## config.mk

```make
export PLATFORM = sky130hd
export DESIGN_NAME = fetch_unit
export DESIGN_NICKNAME = d
export VERILOG_FILES = /design/src/rtl/fetch_unit.sv
export SDC_FILE = /design/constraint.sdc
export NUM_CORES = 1
export LEC_CHECK = 0
export CORE_ASPECT_RATIO = 1.2
export CORE_MARGIN = 1
export CORE_UTILIZATION = 53
export CTS_BUF_LIST = sky130_fd_sc_hd__clkbuf_2 sky130_fd_sc_hd__clkbuf_4 sky130_fd_sc_hd__clkbuf_8
export CTS_CLUSTER_SIZE = 30
export DETAILED_ROUTE_END_ITERATION = 10
export PLACE_DENSITY = 0.83
export SYNTH_ARGS = -nofsm -noshare
export SYNTH_HDL_FRONTEND = slang
export SYNTH_SLANG_ARGS = --single-unit
export TNS_END_PERCENT = 20
```

## constraint.sdc

```tcl
create_clock -name clk -period 2.8 [get_ports clk]
set_clock_uncertainty 0.15 [all_clocks]
set_input_delay 0.42 -clock clk [delete_from_list [all_inputs] [get_ports clk]]
set_output_delay 0.42 -clock clk [all_outputs]
set_load 0.02 [all_outputs]
```

## src/rtl/fetch_unit.sv

```systemverilog
// Instruction fetch front end: issues one outstanding imem request at a time
// and buffers returned words with their PCs in a 2-entry FIFO for decode.
module fetch_unit #(
    parameter int unsigned WIDTH = 32,
    parameter int unsigned ILEN  = 32
) (
    input  logic             clk,
    input  logic             rst,
    input  logic [WIDTH-1:0] pc_in,
    output logic             pc_advance,
    input  logic             flush,
    output logic             imem_req_valid,
    output logic [WIDTH-1:0] imem_req_addr,
    input  logic             imem_req_ready,
    input  logic             imem_rsp_valid,
    input  logic [ILEN-1:0]  imem_rsp_data,
    output logic             id_valid,
    output logic [ILEN-1:0]  id_instr,
    output logic [WIDTH-1:0] id_pc,
    input  logic             id_ready
);

    localparam int unsigned CNT_W = 2;
    localparam logic [CNT_W-1:0] FULL = CNT_W'(2);

    typedef enum logic [1:0] {
        IDLE = 2'd0,
        REQ  = 2'd1,
        WAIT = 2'd2,
        DROP = 2'd3
    } state_t;

    typedef struct packed {
        logic [ILEN-1:0]  instr;
        logic [WIDTH-1:0] pc;
    } fetch_entry_t;

    state_t             state_q, state_d;
    logic [WIDTH-1:0]   pc_q;
    logic [CNT_W-1:0]   count_q;
    logic               rd_ptr_q, wr_ptr_q;
    fetch_entry_t       buf_q [2];
    logic               push, push_ok, pop;

    assign imem_req_addr = {pc_in[WIDTH-1:2], 2'b00};

    // Next-state and request/handshake decode
    always_comb begin
        state_d        = state_q;
        imem_req_valid = 1'b0;
        pc_advance     = 1'b0;
        push           = 1'b0;
        unique case (state_q)
            IDLE: state_d = REQ;
            REQ: begin
                if ((count_q < FULL) && !flush) begin
                    imem_req_valid = 1'b1;
                    if (imem_req_ready) begin
                        pc_advance = 1'b1;
                        state_d    = WAIT;
                    end
                end
            end
            WAIT: begin
                if (imem_rsp_valid) begin
                    push    = !flush;
                    state_d = REQ;
                end else if (flush) begin
                    state_d = DROP;
                end
            end
            DROP: begin
                if (imem_rsp_valid) state_d = REQ;
            end
            default: state_d = IDLE;
        endcase
    end

    always_ff @(posedge clk or negedge rst) begin
        if (!rst) begin
            state_q <= IDLE;
            pc_q    <= '0;
        end else begin
            state_q <= state_d;
            if (pc_advance) pc_q <= pc_in;
        end
    end

    assign id_valid = (count_q != '0);
    assign pop      = id_valid && id_ready && !flush;
    // A push into a full buffer is only legal when the head leaves the same cycle
    assign push_ok  = push && ((count_q != FULL) || pop);

    always_ff @(posedge clk or negedge rst) begin
        if (!rst) begin
            count_q  <= '0;
            rd_ptr_q <= 1'b0;
            wr_ptr_q <= 1'b0;
            buf_q[0] <= '0;
            buf_q[1] <= '0;
        end else if (flush) begin
            count_q  <= '0;
            rd_ptr_q <= 1'b0;
            wr_ptr_q <= 1'b0;
        end else begin
            if (push_ok) begin
                buf_q[wr_ptr_q] <= '{instr: imem_rsp_data, pc: pc_q};
                wr_ptr_q        <= ~wr_ptr_q;
            end
            if (pop) rd_ptr_q <= ~rd_ptr_q;
            unique case ({push_ok, pop})
                2'b10:   count_q <= count_q + CNT_W'(1);
                2'b01:   count_q <= count_q - CNT_W'(1);
                default: count_q <= count_q;
            endcase
        end
    end

    assign id_instr = id_valid ? buf_q[rd_ptr_q].instr : '0;
    assign id_pc    = id_valid ? buf_q[rd_ptr_q].pc    : '0;

endmodule
```

==> results of run 1 <==
-- worst max-delay path by stage --
| stage | endpoint | depth (start not counted) | startpoint |
|---|---|---|---|
| 6_report | id_pc[26] | 4 | rd_ptr_q |
| 5_1_grt | id_pc[26] | 4 | count_q[1] |
| 4_1_cts | id_pc[7] | 4 | rd_ptr_q |
| 3_5_place_dp | buf_q[103] | 6 | flush |
| 3_3_place_gp | buf_q[103] | 6 | flush |
| 2_1_floorplan | buf_q[100] | 8 | state_q[0] |
-- cell usage in the layout (no fill, tap or decap), types with 2 or more instances in the layout --
cell type        synthesis  routed
dfrtp_1                166     165
clkdlybuf4s50_1          0     165
mux2_2                 101     101
nor2_1                  71      70
mux2i_1                 66      66
mux2_4                  60      60
clkbuf_8                 0      18
buf_12                   7       6
nand2_1                  5       5
bufinv_16                0       5
buf_4                   38       5
inv_1                    4       4
ha_1                     4       4
clkinvlp_4               0       4
a21oi_1                  3       3
clkbuf_4                 0       3
xnor2_1                  2       2
conb_1                   1       2
buf_6                    1       2
-- sequential cells by signal, summed over array words and instances (netlist names) --
register / cells
count_q: 2
rd_ptr_q: 1
buf_q: 128
wr_ptr_q: 1
pc_q: 32
state_q: 2
-- repair_timing --
action                                  CTS  global route
endpoints found under the hold margin    56             0
hold buffers                              1             0
endpoints found under the setup margin    3             0
gates resized for setup                   1             0
-- final cells by class --
class,count,area (um^2)
fillers,1014,4526
flip-flops and latches,166,4158
multi-input cells,326,3183
repair buffers,179,1842
clock buffers,21,270.3
well taps,175,219.0
clock inverters,11,197.7
inverters,5,18.77
-- synthesized netlist by cell type, types with 2 or more instances --
library cell / number / area share
buf_12: 7 / 0.018
mux2i_1: 66 / 0.084
xnor2_1: 2 / 0.0022
mux2_4: 60 / 0.11
ha_1: 4 / 0.0064
a21oi_1: 3 / 0.0019
dfrtp_1: 166 / 0.53
buf_2: 8 / 0.0051
nand2_1: 5 / 0.0024
nor2_1: 71 / 0.034
inv_1: 4 / 0.0019
buf_4: 38 / 0.036
clkbuf_1: 7 / 0.0033
buf_1: 3 / 0.0014
mux2_2: 101 / 0.14
-- kinds of logic (layout without fill, tap and decap cells) --
family | after synthesis | count (layout) | share of synthesized area
adders and majority gates | 4 | 4 | 0.006370
xor gates and xnor gates | 3 | 3 | 0.003345
AOI/OAI and AO/OA | 7 | 7 | 0.007324
DFF | 166 | 166 | 0.5287
and+or+nand+nor | 83 | 83 | 0.04252
muxes | 227 | 227 | 0.3435
buffers and inverters | 69 | 216 | 0.06783
other | 1 | 2 | 0.0004772
-- through the flow --
stage | setup slack (ns) | std cells | total power (uW) | utilization
2_1_floorplan | 0.7426 | 561 | 5204 | -
3_3_place_gp | 0.2374 | 850 | 5734 | 0.6526
3_5_place_dp | 0.2046 | 850 | 5889 | 0.6526
4_1_cts | 0.06375 | 883 | 7890 | 0.6860
5_1_grt | 0.009159 | 883 | 8216 | 0.6860
6_report | 0.09653 | 883 | 7802 | 0.6860
-- routing by layer --
layer / GRT usage / vias to the layer above / share of wire
li1: - / 2155 / -
met5: 0 / - / 0
met1: 0.2701 / 2417 / 0.43
met4: 0.09064 / 0 / 0.017
met3: 0.03714 / 20 / 0.035
met2: 0.3661 / 120 / 0.51
-- power by group --
| part | switching (uW) | internal (uW) | total (uW) |
|---|---|---|---|
| logic | 823 | 1370 | 2190 |
| registers | 484 | 3160 | 3640 |
| clock network | 847 | 1120 | 1970 |
| total | 2150 | 5650 | 7800 |
==> impl_metrics.csv, run 1 <==
group,metric,value,unit
global_route,grt_max_degree,60,
floorplanning,dieArea,15320,um^2
timing,hold_viol_final,0,
timing,hold_ws,0.3467,ns
placement,place_area,9407,um^2
logic_synthesis,synth_cells,560,
critical_path,worst-path-buf-inv,2,
logic_synthesis,synth_cell_types,30,
global_route,grt_pass1_wl,25250,um
cts,cts_tree,"yes",
cells_and_area,drive_above_1_share,0.3008,
power,p_per_area,789.0,nW/um^2
timing,fin_setup_tns,0,ns
logic_synthesis,synthArstFlopShare,1.000,
global_route,overflow,0,
critical_path,endpoint_kind,"output pin",
floorplanning,std_cell_rows,48,
cts,root_buffer,"clkbuf_8",
cells_and_area,design_area,9888,um^2
timing,rsz0062_at_grt,"false",
cells_and_area,area_delta_synth_final,25.84,%
cts,clk_latency,0.45,ns
critical_path,slowest_stage,"clkdlybuf4s50_1",
cts,clkTransAtPathRegs,0.08,ns
critical_path,reg2regPathDepth,7,
floorplanning,ios,169,
logic_synthesis,synth_edf_count,0,
global_route,grt_pass1_vias,5093,
cts,cts_sinks,166,
critical_path,startpoint_type,"register",
logic_synthesis,ys_seq_elements,166,
routing,vias,4712,
critical_path,cp_slowest_stage_delay,0.63,ns
worst_hold_path,min_path_type,"input pin to asynchronous set/reset pin",
cells_and_area,antennaDiodeCount,0,
critical_path,worstPathCellList,"buf_12 > mux2i_1 > nor2_1 > clkdlybuf4s50_1",
routing,drt_iter0_markers,114,
placement,hpwlAfterDp,10380,um
timing,fin_crit,2.703,ns
global_route,gr-usage-all-layers,0.2145,
logic_synthesis,yosysWarnings,0,
critical_path,crit_arrival,2.13,ns
floorplanning,fp.dieW,113.2,um
logic_synthesis,syn_area,7858,um^2
critical_path,r2r-start,"state_q[0]",
placement,port_buffers,166,
critical_path,crit_family,"buffers and inverters",
timing,drv_slew,0,
timing,slew_headroom,0.6282,
cts,cts_buffers,17,
floorplanning,dieHeight,135.4,um
routing,wirelength,15560,um
routing,first_pass_iters,4,
logic_synthesis,yosysSeqAreaShare,0.5287,
power,peakVddDrop,0.0004537,V
status,status,"completed",
logic_synthesis,ys.flop_type,"dfrtp_1",
routing,avgRoutedWirePerCell,17.63,um
routing,drc,0,
cts,cts_buffer_depth,2,
timing,max_freq,369.9,MHz
critical_path,critPathMaxFanout,37,
placement,place.gp.congestion,0.7569,
floorplanning,core_area,14410,um^2
timing,setup_viol,0,
routing,via_per_inst,5.336,
floorplanning,start_util,0.5451,
routing,ant_nets,0,
cells_and_area,nNetsFinal,769,
timing,period_share,0.9655,
critical_path,path_class,"register to output pin",
power,p_leak,0.004310,uW
timing,tightest_slew,0.5577,ns
cts,post_cts_buffers,0,
critical_path,r2r_slack,0.45,ns
critical_path,r2r-end,"buf_q[102]",
critical_path,cp_data_required_time,2.23,ns
run,maxCapViolations,0,
logic_synthesis,syn_avg_cell_area,14.03,um^2
global_route,antenna_found_initial,0,
cts,cts_htree_levels,4,
Note: power is estimated with default switching activity, not from simulation.
==> run 2: changes to the inputs <==
--- a/config.mk
+++ b/config.mk
@@ -6,7 +6,7 @@
 export NUM_CORES = 1
 export LEC_CHECK = 0
 export CORE_ASPECT_RATIO = 1.2
-export CORE_MARGIN = 1
+export CORE_MARGIN = 5
 export CORE_UTILIZATION = 53
 export CTS_BUF_LIST = sky130_fd_sc_hd__clkbuf_2 sky130_fd_sc_hd__clkbuf_4 sky130_fd_sc_hd__clkbuf_8
 export CTS_CLUSTER_SIZE = 30
==> run 2 against run 1 <==
- via count fell by 0.36%
- non-clock buffer count rose by 2
- highest routed layer unchanged
- count of clock-buffer cells in the layout rose by 2
- critical path type unchanged
==> impl_metrics.csv, run 2 (synthesis gave the netlist of run 1 again) <==
group,metric,value,unit
cts,clkTransAtPathRegs,0.08,ns
placement,place_inst,876,
worst_hold_path,hp-start,"buf_q[47]",
power,peakVddDrop,0.0004480,V
cells_and_area,largest_reg_flops,128,
routing,avgRoutedWirePerCell,18.32,um
cells_and_area,top_register,"buf_q",
global_route,overflow,0,
timing,drv_slew,0,
cts,root_buffer,"clkbuf_8",
cts,cts_sinks,166,
placement,port_buffers,166,
cells_and_area,final_cell_mix,"dfrtp_1, clkdlybuf4s50_1, mux2_2",
cells_and_area,largestRegisters,"buf_q x128, pc_q x32",
power,p_sw,2115,uW
critical_path,cp_slowest_stage_delay,0.64,ns
status,status,"completed",
global_route,gr-usage-all-layers,0.1986,
cells_and_area,drive_above_1_share,0.2989,
worst_hold_path,min_path_type,"register to register",
cts,cts_tree,"yes",
timing,hold_viol_final,0,
power,internal_power,5401,uW
timing,tightest_slew,0.5691,ns
cts,cts_buffers,17,
global_route,grt_pass1_wl,27330,um
routing,first_pass_iters,4,
timing,period_share,0.9626,
critical_path,path_class,"register to output pin",
critical_path,cp_data_required_time,2.23,ns
timing,fin_setup_tns,0,ns
power,power_frac_comb,0.293,
timing,slew_headroom,0.6206,
cells_and_area,nNetsFinal,771,
critical_path,startpoint_type,"register",
global_route,grt_max_degree,78,
cells_and_area,area_delta_synth_final,25.38,%
routing,vias,4695,
floorplanning,dieArea,17370,um^2
floorplanning,core_area,14470,um^2
cells_and_area,fillerInstances,1046,
floorplanning,ios,169,
power,seq_power_share,0.486,
global_route,grt_pass1_vias,5407,
floorplanning,fp.dieW,121.2,um
critical_path,slowest_stage,"clkdlybuf4s50_1",
critical_path,r2r-start,"state_q[0]",
routing,via_per_inst,5.182,
timing,fin_crit,2.695,ns
cts,cts_htree_levels,4,
floorplanning,dieHeight,143.4,um
timing,max_freq,371.0,MHz
run,maxCapViolations,0,
critical_path,crit_family,"buffers and inverters",
power,switching_share,0.2814,
critical_path,critPathMaxFanout,29,
global_route,antenna_found_initial,0,
cells_and_area,antennaDiodeCount,0,
critical_path,crit_start,"count_q[1]",
timing,setup_viol,0,
routing,ant_nets,0,
timing,rsz0062_at_grt,"false",
critical_path,worstPathCellList,"nor2_4 > buf_4 > nor2_1 > clkdlybuf4s50_1",
critical_path,worst-path-buf-inv,2,
critical_path,crit_arrival,2.13,ns
placement,place.gp.congestion,0.7527,
power,p_per_area,762.9,nW/um^2
power,p_leak,0.004305,uW
cts,clk_latency,0.43,ns
power,clock_power_share,0.221,
floorplanning,std_cell_rows,48,
cts,cts_buffer_depth,2,
routing,wirelength,16590,um
routing,drc,0,
cells_and_area,final_cells,906,
floorplanning,start_util,0.5429,
critical_path,endpoint_kind,"output pin",
placement,hpwlAfterDp,11520,um
timing,hold_ws,0.3577,ns
routing,drt_iter0_markers,202,
run 2: stage by stage:
| stage | util | worst slack, ns | cell area (um^2) | total power, uW |
|---|---|---|---|---|
| after CTS | 0.6804 | 0.01504 | 9848 | 7596 |
| after detailed placement | 0.6534 | 0.2359 | 9458 | 5912 |
| final | 0.6807 | 0.1046 | 9852 | 7516 |
| after global placement | 0.6534 | 0.2768 | 9458 | 5729 |
| after floorplan | - | 0.7426 | 7861 | 5204 |
| after global routing | 0.6807 | 0.0001030 | 9852 | 7957 |
run 2: repair_timing:
action / CTS / global route
resized for setup: 0 / 1
hold endpoints to repair: 59 / 0
hold buffers: 1 / 0
endpoints found under the setup margin: 35 / 30
buffers inserted: 1 / 0
run 2: worst paths after layout:
kind                         endpoint  slack [ns]  cells after the start
max                         id_pc[31]        0.10                      4
min                         buf_q[47]        0.36                      1
max reg2reg                buf_q[122]        0.47                      7
min reg2reg                 buf_q[47]        0.36                      1
max in group asynchronous  buf_q[118]        1.30                      3
min in group asynchronous    pc_q[29]        0.37                      2
run 2: layout make-up:
class | instances | area, um^2 | share of cell area
Inverter | 5 | 18.77 | 0.001905
Clock buffer | 23 | 297.8 | 0.03023
Sequential cell | 166 | 4158 | 0.4220
Timing Repair Buffer | 181 | 1869 | 0.1897
Tap cell | 200 | 250.2 | 0.02540
Multi-Input combinational cell | 326 | 3183 | 0.3231
Clock inverter | 5 | 75.07 | 0.007620
run 2: power groups by stage:
stage | registers, uW | logic [uW] | clock network [uW]
after floorplan | 3520 | 1690 | 0
after global placement | 3620 | 2110 | 0
after detailed placement | 3700 | 2210 | 0
after CTS | 3660 | 2230 | 1710
after global routing | 3760 | 2390 | 1810
final | 3660 | 2200 | 1660
run 2: worst register-to-register path, stage by stage (launching register included):
cell	delay, ns
dfrtp_1	0.43
inv_1	0.09
ha_1	0.19
nor2b_1	0.22
o311a_4	0.26
nor2b_4	0.19
buf_12	0.30
mux2_4	0.39
run 2: layer usage:
metal | GRT usage | wire length (um) | vias up
met5 | 0 | 0 | -
met4 | 0.07788 | 344 | 0
met3 | 0.03228 | 505 | 26
met2 | 0.3615 | 8879 | 105
met1 | 0.2353 | 6865 | 2409
li1 | - | - | 2155
==> run 3: changes to the inputs <==
==> constraint.sdc (replaced) <==
create_clock -name clk -period 3 [get_ports clk]
set_clock_uncertainty 0.15 [all_clocks]
set_input_delay 0.45 -clock clk [delete_from_list [all_inputs] [get_ports clk]]
set_output_delay 0.45 -clock clk [all_outputs]
set_load 0.02 [all_outputs]
==> run 3 against run 2 <==
- utilization increased by 0.85 points
- worst setup slack improved by 0.10 ns
- non-clock buffer count grew 1
- first-iteration DRC count unchanged
- sequential share of layout area decreased by 0.52 points
- largest cell class unchanged
- highest routed layer unchanged
==> impl_metrics.csv, run 3 (synthesis gave the netlist of run 1 again) <==
group,metric,value,unit
floorplanning,dieArea,17370,um^2
critical_path,r2r-start,"state_q[0]",
routing,first_pass_iters,4,
status,status,"completed",
routing,via_per_inst,5.195,
routing,drc,0,
placement,place.gp.congestion,0.7617,
timing,period_share,0.9303,
critical_path,cp-endpoint,"id_instr[30]",
cells_and_area,drive_above_1_share,0.3038,
timing,hold_viol_final,0,
cells_and_area,antennaDiodeCount,0,
critical_path,r2r-end,"buf_q[103]",
critical_path,worstPathCellList,"buf_12 > mux2i_1 > nor2_1 > clkdlybuf4s50_1",
timing,fin_crit,2.791,ns
floorplanning,dieHeight,143.4,um
critical_path,r2r_slack,0.64,ns
global_route,grt_pass1_vias,5312,
cts,clkTransAtPathRegs,0.08,ns
critical_path,startpoint_type,"register",
floorplanning,std_cell_rows,48,
global_route,grt_max_degree,77,
critical_path,slowest_stage,"clkdlybuf4s50_1",
timing,fin_setup_tns,0,ns
placement,hpwlAfterDp,10960,um
routing,wirelength,16390,um
routing,drt_iter0_markers,202,
timing,drv_slew,0,
cts,cts_htree_levels,4,
placement,port_buffers,166,
cts,cts_sinks,166,
cts,cts_tree,"yes",
critical_path,cp_data_required_time,2.40,ns
critical_path,crit_start,"rd_ptr_q",
routing,ant_nets,0,
routing,vias,4733,
power,p_leak,0.004350,uW
placement,place_inst,874,
timing,tightest_slew,0.7096,ns
cts,cts_buffers,17,
cells_and_area,fillerInstances,1033,
cells_and_area,final_cell_mix,"dfrtp_1, clkdlybuf4s50_1, mux2_2",
global_route,gr-usage-all-layers,0.1956,
cts,clk_latency,0.44,ns
worst_hold_path,hp-start,"buf_q[0]",
cts,cts_buffer_depth,2,
critical_path,cp_slowest_stage_delay,0.65,ns
run,maxCapViolations,0,
cells_and_area,area_delta_synth_final,26.94,%
critical_path,reg2regPathDepth,7,
cts,root_buffer,"clkbuf_8",
cells_and_area,largestRegisters,"buf_q x128, pc_q x32",
power,peakVddDrop,0.0004456,V
power,p_per_area,741.7,nW/um^2
critical_path,endpoint_kind,"output pin",
floorplanning,ios,169,
cells_and_area,fin_util,0.6891,
worst_hold_path,min_path_type,"register to register",
global_route,grt_pass1_wl,26880,um
routing,avgRoutedWirePerCell,17.99,um
critical_path,path_class,"register to output pin",
cells_and_area,nNetsFinal,772,
global_route,antenna_found_initial,0,
timing,setup_viol,0,
timing,max_freq,358.3,MHz
floorplanning,core_area,14470,um^2
critical_path,critPathMaxFanout,31,
floorplanning,fp.dieW,121.2,um
timing,rsz0062_at_grt,"false",
cells_and_area,top_register,"buf_q",
cells_and_area,largest_reg_flops,128,
cells_and_area,final_cells,911,
floorplanning,start_util,0.5429,
global_route,overflow,0,
timing,slew_headroom,0.5270,
critical_path,crit_arrival,2.19,ns
## run 3: worst max-delay path: cells and delay by family, from the launching register on
family                 cells  cell delay [ns]
buffers and inverters      2             0.86
DFF                        1             0.56
muxes                      1             0.16
and+or+nand+nor            1             0.13
## run 3: worst min path at each step
| stage | to | cells after the start |
|---|---|---|
| finish | buf_q[0] | 1 |
| global route | buf_q[33] | 1 |
| CTS | buf_q[95] | 1 |
| detailed placement | buf_q[121] | 1 |
| global placement | buf_q[49] | 1 |
| floorplan | buf_q[0] | 0 |
## run 3: metal layers
metal / GRT usage / vias to the layer above / share of wire
met5: 0 / - / 0
met4: 0.07847 / 0 / 0.020
li1: - / 2165 / -
met3: 0.03701 / 25 / 0.032
met2: 0.3492 / 107 / 0.53
met1: 0.2334 / 2436 / 0.42
## run 3: what timing repair did
item	4_1_cts	5_1_grt
endpoints found under the hold margin	74	0
setup buffers	0	4
hold buffers	1	0
gates resized for setup	0	0
setup endpoints to repair	0	1
## run 3: report_power, final
part	internal, uW	leakage, uW	switching [uW]
Clock	1130	0.000243	797
Combinational	1280	0.00196	778
Sequential	2950	0.00215	461
## run 3: per-stage QoR
stage / total power (uW) / instance area [um^2] / hold slack (ns) / setup slack [ns]
finish: 7398 / 9975 / 0.3576 / 0.2092
global route: 7788 / 9975 / 0.3749 / 0.1244
CTS: 7468 / 9945 / 0.3618 / 0.05005
detailed placement: 5505 / 9443 / 0.3431 / 0.4102
global placement: 5354 / 9443 / 0.3361 / 0.4073
floorplan: 4857 / 7861 / 0.004409 / 0.9426
## run 3: layout make-up
type                            count  area, um^2  area share
Inverter                            5       18.77    0.001882
Sequential cell                   166        4158      0.4168
Timing Repair Buffer              182        1873      0.1878
Clock buffer                       20       269.0     0.02697
Tap cell                          200       250.2     0.02509
Clock inverter                     12       222.7     0.02233
Multi-Input combinational cell    326        3183      0.3191
